[config.mk]
export PLATFORM = sky130hd
export DESIGN_NAME = dma_counter
export DESIGN_NICKNAME = d
export VERILOG_FILES = /design/src/rtl/dma_counter.sv
export SDC_FILE = /design/constraint.sdc
export NUM_CORES = 1
export LEC_CHECK = 0
export CORE_AREA = 3 3 40 42
export DETAILED_ROUTE_END_ITERATION = 12
export DIE_AREA = 0 0 43 45
export GPL_ROUTABILITY_DRIVEN = 1
export SLEW_MARGIN = 30
export SYNTH_ARGS = -nofsm -noshare
export SYNTH_HDL_FRONTEND = slang
export SYNTH_SLANG_ARGS = --single-unit
[constraint.sdc]
create_clock -name clk -period 1.3 [get_ports clk]
set_input_delay 0.195 -clock clk [delete_from_list [all_inputs] [get_ports clk]]
set_output_delay 0.195 -clock clk [all_outputs]
set_load 0.005 [all_outputs]
[src/rtl/dma_counter.sv]
`default_nettype none
// ============================================================================
// Module   : dma_counter
// Brief    : Loadable up/down binary counter with count enable and a
//            terminal-count carry/borrow output. It is the word/address
//            counting element of an Am2940-style DMA generator, cascadable
//            through carry_out. Clear is asynchronous; load/count/hold are
//            synchronous to clk.
// Revision : 1.0 - initial release
// ============================================================================
module dma_counter #(
  parameter int WIDTH = 4
) (
  input  logic             clk,
  input  logic             res,
  input  logic             load,
  input  logic             enable,
  input  logic             up,
  input  logic [WIDTH-1:0] data_in,
  output logic [WIDTH-1:0] count_out,
  output logic             carry_out
);

  localparam logic [WIDTH-1:0] c_ZERO     = '0;
  localparam logic [WIDTH-1:0] c_ALL_ONES = '1;
  localparam logic [WIDTH-1:0] c_ONE      = WIDTH'(1);

  logic [WIDTH-1:0] r_count;
  logic [WIDTH-1:0] w_next;
  logic             w_count_en;
  logic             w_terminal;

  // Counting only happens when enabled and no load is pending (load wins).
  assign w_count_en = enable & ~load;

  // Terminal value depends on direction: all-ones going up, zero going down.
  assign w_terminal = up ? (r_count == c_ALL_ONES) : (r_count == c_ZERO);

  // Next-state selection: load, then count, otherwise hold.
  always_comb begin
    w_next = r_count;
    if (load) begin
      w_next = data_in;
    end else if (enable) begin
      w_next = up ? (r_count + c_ONE) : (r_count - c_ONE);
    end
  end

  // Count register with asynchronous clear.
  always_ff @(posedge clk or posedge res) begin
    if (res) begin
      r_count <= c_ZERO;
    end else begin
      r_count <= w_next;
    end
  end

  assign count_out = r_count;

  // Carry/borrow: high in the cycle whose next edge wraps; forced low in reset.
  assign carry_out = ~res & w_count_en & w_terminal;

`ifndef SYNTHESIS
  // Unknown control inputs outside reset leave the counter in an invalid state.
  a_ctrl_known : assert property (@(posedge clk) disable iff (res)
                                  !$isunknown({load, enable}));
`endif

endmodule
`default_nettype wire

==> results of run 1 <==
==> where the power goes <==
group / switching [W] / leakage (nW) / total, W / internal, W
clock: 0.0000460 / 0.0138 / 0.000149 / 0.000103
sequential: 0.00000937 / 0.0480 / 0.000155 / 0.000145
combinational: 0.000115 / 0.207 / 0.000257 / 0.000143
total: 0.000170 / 0.269 / 0.000561 / 0.000391
==> layout make-up <==
| class | instances | area [um^2] |
|---|---|---|
| Timing Repair Buffer | 22 | 190.2 |
| Clock buffer | 3 | 22.52 |
| Tap cell | 15 | 18.77 |
| Multi-Input combinational cell | 29 | 240.2 |
| Fill cell | 130 | 705.7 |
| Inverter | 2 | 7.507 |
| Sequential cell | 4 | 100.1 |
==> through the flow <==
| step | total power, W | hold slack [ns] | cells | setup WS (ns) | setup TNS (ns) |
|---|---|---|---|---|---|
| final | 0.0005610 | 0.3188 | 75 | -0.3713 | -0.4386 |
| after global routing | 0.0006035 | 0.3556 | 75 | -0.4777 | -0.6659 |
| after CTS | 0.0005671 | 0.3033 | 75 | -0.3783 | -0.4591 |
| after detailed placement | 0.0004022 | 0.5471 | 71 | -0.5302 | -1.751 |
| after global placement | 0.0003991 | 0.5579 | 71 | -0.5287 | -1.739 |
| after floorplan | 0.0002681 | -0.03892 | 37 | -0.1013 | -0.1013 |
==> metal layers <==
metal  track usage [%]  up-vias
met5                 0        -
met4             7.229        0
met3             1.195        0
met2             17.07        6
met1             12.75      164
li1                  -      183
==> kinds of logic after synthesis <==
| group | Yosys count |
|---|---|
| buffers and inverters | 4 |
| AND/OR/NAND/NOR | 14 |
| multiplexers | 3 |
| adder cells (fa/ha/maj) | 3 |
| flip-flops | 4 |
| AO/OA/AOI/OAI | 7 |
| XOR/XNOR | 2 |
==> what timing repair did <==
action	in CTS	in global routing
setup buffers	1	0
setup endpoints to repair	8	3
pin swaps	2	0
cloned	0	0
gates resized for setup	16	0
==> cell usage after synthesis <==
cell type  number  area (um^2)
a21oi_1         2        10.01
and3_1          1        6.260
and3b_1         1        8.760
buf_2           1        5.000
clkbuf_1        1        3.750
dfrtp_1         4        100.1
fa_1            1        20.02
ha_1            2        25.02
inv_1           2        7.510
mux2i_1         3        30.03
nand2_1         3        11.26
nand3_1         2        10.01
nand4_1         1        6.260
nor2_1          1        3.750
nor3b_1         2        15.01
nor4b_1         1        8.760
nor4bb_1        1        10.01
o211ai_1        1        7.510
o21ai_0         3        15.01
o2bb2ai_1       1        8.760
or4_1           1        7.510
xnor2_1         1        8.760
xor2_1          1        8.760
==> cells in the final DEF (no fill, tap or decap) <==
master / instances
buf_4: 8
clkdlybuf4s50_1: 7
dlygate4sd2_1: 5
dfrtp_1: 4
mux2i_1: 3
nand2_1: 3
clkbuf_4: 3
o21ai_1: 2
nand3_1: 2
nor3b_1: 2
xor2_1: 1
a21oi_2: 1
nor4bb_1: 1
o2bb2ai_1: 1
nor4b_1: 1
and3b_1: 1
o211ai_1: 1
a21oi_1: 1
nand4_1: 1
or4_1: 1
inv_2: 1
nor2_1: 1
and3_1: 1
inv_1: 1
xnor2_1: 1
o21ai_0: 1
fa_2: 1
ha_4: 1
ha_1: 1
buf_2: 1
buf_6: 1
==> final timing paths <==
| path | startpoint | endpoint | cells past startpoint |
|---|---|---|---|
| max | count_out[2] | carry_out | 4 |
| min | res | count_out[1] | 3 |
| max reg2reg | count_out[0] | count_out[2] | 5 |
| min reg2reg | count_out[2] | count_out[2] | 3 |
| max in group asynchronous | res | count_out[3] | 3 |
| min in group clk | data_in[2] | count_out[2] | 3 |
==> worst register-to-register path, cell delays in order, from the launching register on <==
cell and delay (ns):
dfrtp_1 0.38, buf_6 0.14, fa_2 0.35, xor2_1 0.14, mux2i_1 0.15, o21ai_1 0.07
==> results.sh, run 1 <==
export IMPL_status="complete, but fails checks"
export IMPL_violations="negative setup slack"
export IMPL_finalHoldViolCount=0
export IMPL_drt_wirelength_per_cell_um=12.08
export IMPL_cts_buffers=3
export IMPL_final_nets=74
export IMPL_final_util_pct=45.08
export IMPL_start_util_pct=26.29
export IMPL_clk_pin_slew_worst_paths_ns=0.04
export IMPL_hp_class="in -> async"
export IMPL_synth_top_family_by_area="simple AND/OR/NAND/NOR gates"
export IMPL_period_needed_ns=1.671
export IMPL_synth_fa_ha_area_share_pct=13.33
export IMPL_fmaxAchievable_ghz=0.5983
export IMPL_grt_antenna_before_repair=0
export IMPL_maxUsedRoutingLayer="met3"
export IMPL_grt_max_degree=13
export IMPL_yosysWarnings=0
export IMPL_critPathTopFamily="simple AND/OR/NAND/NOR gates"
export IMPL_max_vdd_ir_drop_v=0.0005288
export IMPL_syn_inst=37
export IMPL_wl_met1_um=425
export IMPL_crit_path_end_kind="primary output"
export IMPL_routed_via_density=4.707
export IMPL_grt_pass1_wl_um=1442
export IMPL_synth_xor_area_share_pct=5.185
export IMPL_dpl_instance_area_um2=538.0
export IMPL_wl_met3_um=23
export IMPL_synth_nets=49
export IMPL_overflow=0
export IMPL_setup_slack_ns=-0.3713
export IMPL_die_height_um=45
export IMPL_largest_reg_flops=4
export IMPL_syn_avg_cell_area_um2=9.130
export IMPL_finalSetupViolCount=3
export IMPL_htree_levels=1
export IMPL_crit_fanout=2
export IMPL_pin_count=14
export IMPL_dr_pass1_iters=4
export IMPL_ys_seq_elements=4
export IMPL_required_ns=1.11
export IMPL_synth_simple_gate_area_share_pct=25.93
export IMPL_timing_worst_setup_path_type="reg -> out"
export IMPL_clock_latency_ns=0.23
export IMPL_synthMuxAreaShare_pct=8.889
export IMPL_area_growth_pct=71.48
export IMPL_wl_um=906
export IMPL_worstPathCellList="or4_1 > mux2i_1 > and3_1 > buf_2"
export IMPL_seq_area_frac_synth_pct=29.63
export IMPL_clock_skew_ns=0.0001668
export IMPL_met2_length_um=457
export IMPL_cts_root_buf="clkbuf_4"
export IMPL_grt_pass1_vias=331
export IMPL_die_area_um2=1935
export IMPL_slew_headroom_pct=82.62
export IMPL_clkSinkCount=4
export IMPL_crit_buf_inv=1
export IMPL_place_hpwl_um=664.7
export IMPL_vias=353
export IMPL_ant_nets=0
export IMPL_portBuffers=13
export IMPL_rsz0062_at_grt="yes"
export IMPL_layout_drive_gt1_share_pct=28.33
export IMPL_syn_area_um2=337.8
export IMPL_drt_initial_drc_count=4
export IMPL_critPathSlowestCell="or4_1"
export IMPL_rows=13
export IMPL_rrSetupSlack_ns=-0.05
export IMPL_report_final_slew_viol_count=0
export IMPL_place_congestion=0.7063
export IMPL_cts_buffer_depth=2
export IMPL_post_route_period_util_pct=128.6
export IMPL_arrival_ns=1.48
export IMPL_core_um2=1285
export IMPL_die_x_um=43
export IMPL_cts_hold_buf=0
export IMPL_cts_tree="built"
export IMPL_cellPowerDensity_nw_per_um2=968.4
export IMPL_startpoint_type="flip-flop"
export IMPL_drc=0
export IMPL_grt_total_usage_pct=10.39
export IMPL_synth_compound_area_share_pct=12.22
export IMPL_antenna_cells=0
export IMPL_cpPeakStageDelay_ns=0.51
export IMPL_ys_types=23
export IMPL_stdcell_area_um2=579.3
export IMPL_maxCapViolations=0
export IMPL_tightestPinTransition_ns=0.2570
export IMPL_p_leak_nw=0.2688
(Power assumes the default switching activity.)
==> inputs of run 2 (changes only) <==
clock period = 1.9 ns   (was 1.3 ns; I/O delays follow)
==> run 2 against run 1 <==
- the flow now finishes without violations
- clock skew is essentially flat
- clock-buffer cell count is the same
- worst setup slack gained 0.49 ns
- clock power shrank 32%
- cell count shrank 1.3%
- critical endpoint unchanged
==> results.sh, run 2 (same netlist as run 1, synthesis figures left out) <==
export IMPL_critPathTopFamily="simple AND/OR/NAND/NOR gates"
export IMPL_die_height_um=45
export IMPL_largest_reg_flops=4
export IMPL_whs_ns=0.2802
export IMPL_worstPathCellList="or4_1 > mux2i_1 > and3_1 > clkbuf_2"
export IMPL_status="completed"
export IMPL_rsz0062_at_grt="no"
export IMPL_grt_total_usage_pct=9.774
export IMPL_tightestPinTransition_ns=0.2458
export IMPL_antenna_cells=0
export IMPL_timing_worst_setup_path_type="reg -> out"
export IMPL_pin_count=14
export IMPL_clock_latency_ns=0.23
export IMPL_crit_path_end_kind="primary output"
export IMPL_post_route_period_util_pct=93.97
export IMPL_final_common_cell="clkdlybuf4s50_1"
export IMPL_finalSetupViolCount=0
export IMPL_place_congestion=0.7466
export IMPL_grt_pass1_vias=319
export IMPL_finalHoldViolCount=0
export IMPL_final_nets=73
export IMPL_grt_antenna_before_repair=0
export IMPL_clock_skew_ns=0.0003498
export IMPL_multi_input_area_um2=221.5
export IMPL_startpoint_type="flip-flop"
export IMPL_cts_buffer_depth=2
export IMPL_vias=359
export IMPL_p_leak_nw=0.2548
export IMPL_drt_wirelength_per_cell_um=11.30
export IMPL_area_growth_pct=64.44
export IMPL_critPathSlowestCell="or4_1"
export IMPL_routed_via_density=4.851
export IMPL_fmaxAchievable_ghz=0.5601
export IMPL_maxCapViolations=0
export IMPL_crit_buf_inv=1
export IMPL_final_cell_mix="12 x clkdlybuf4s50_1, 8 x buf_4, 4 x dfrtp_1"
export IMPL_postCtsSetupBuffers=0
export IMPL_cts_tree="built"
export IMPL_register_area_um2=100.1
export IMPL_cpPeakStageDelay_ns=0.52
export IMPL_cts_buffers=3
export IMPL_drt_initial_drc_count=8
export IMPL_layout_cells_non_filler=74
export IMPL_dr_pass1_iters=4
export IMPL_overflow=0
export IMPL_period_needed_ns=1.785
export IMPL_hp_class="in -> async"
export IMPL_dpl_cell_count=71
export IMPL_start_util_pct=26.29
export IMPL_ant_nets=0
export IMPL_required_ns=1.62
export IMPL_die_area_um2=1935
export IMPL_die_x_um=43
export IMPL_drc=0
export IMPL_grt_pass1_wl_um=1352
export IMPL_slew_headroom_pct=83.38
export IMPL_clkSinkCount=4
export IMPL_layout_drive_gt1_share_pct=20.34
export IMPL_report_final_slew_viol_count=0
export IMPL_crit_fanout=2
export IMPL_arrival_ns=1.50
export IMPL_cts_root_buf="clkbuf_4"
export IMPL_cellPowerDensity_nw_per_um2=669.9
export IMPL_portBuffers=13
export IMPL_clk_pin_slew_worst_paths_ns=0.03
export IMPL_grt_max_degree=13
export IMPL_rows=13
export IMPL_nFillCells=153
export IMPL_wl_um=836
export IMPL_max_vdd_ir_drop_v=0.0002805
export IMPL_core_um2=1285
export IMPL_place_hpwl_um=700.2
export IMPL_htree_levels=1
-- run 2: cell types whose count changed in the layout (fill, tap and decap cells not counted), sizes merged --
cell / previous run / this run
buf: 10 / 8
clkbuf: 3 / 4
clkdlybuf4s50: 7 / 12
dlygate4sd2: 5 / 0
-- run 2: power breakdown --
part | internal (W) | total (W) | switching [W]
sequential | 0.0000994 | 0.000106 | 0.00000615
clock | 0.0000703 | 0.000101 | 0.0000302
combinational | 0.0000963 | 0.000166 | 0.0000698
-- run 2: worst paths after layout --
path                                   start            to  slack, ns  depth (start not counted)
max in group asynchronous                res  count_out[2]       1.47                          2
worst min register to register  count_out[2]  count_out[2]       0.69                          3
worst min-delay path                     res  count_out[0]       0.28                          2
min in group clk                  data_in[1]  count_out[1]       0.62                          3
worst max-delay path            count_out[1]     carry_out       0.11                          4
worst max register to register  count_out[0]  count_out[2]       0.48                          5
-- run 2: metrics by stage --
step	setup TNS, ns	setup WS [ns]	cell area (um^2)	total power, W	util, %
after floorplan	0	0.3969	337.8	0.0001834	-
after global placement	-0.04948	-0.02497	538.0	0.0002714	41.87
after detailed placement	-0.04984	-0.03045	538.0	0.0002757	41.87
after CTS	0	0.01752	560.5	0.0003804	43.62
after global routing	0	0.05751	555.5	0.0004042	43.23
final	0	0.1145	555.5	0.0003722	43.23
-- run 2: repair_timing --
item / 4_1_cts / 5_1_grt
gates cloned: 0 / 0
endpoints found under the setup margin: 1 / 1
endpoints found under the hold margin: 0 / 0
hold buffers: 0 / 0
pin swaps: 0 / 1
resized for setup: 2 / 1
-- run 2: layer usage --
metal	GRT usage (%)	vias to the layer above	wire, um
li1	-	182	-
met1	10.95	163	330
met2	17.07	12	432
met3	1.195	2	60
met4	7.229	0	11
met5	0	-	0
-- run 2: final cells by class --
type                            instances  area share [%]
Clock buffer                            3           4.054
Timing Repair Buffer                   21           33.33
Tap cell                               15           3.378
Sequential cell                         4           18.02
Multi-Input combinational cell         29           39.86
Inverter                                2           1.351
==> inputs of run 3 (changes only) <==
SLEW_MARGIN = unset   (was 30)
==> results of run 3 <==
The final DEF is identical to that of run 2; final timing and power are the same.
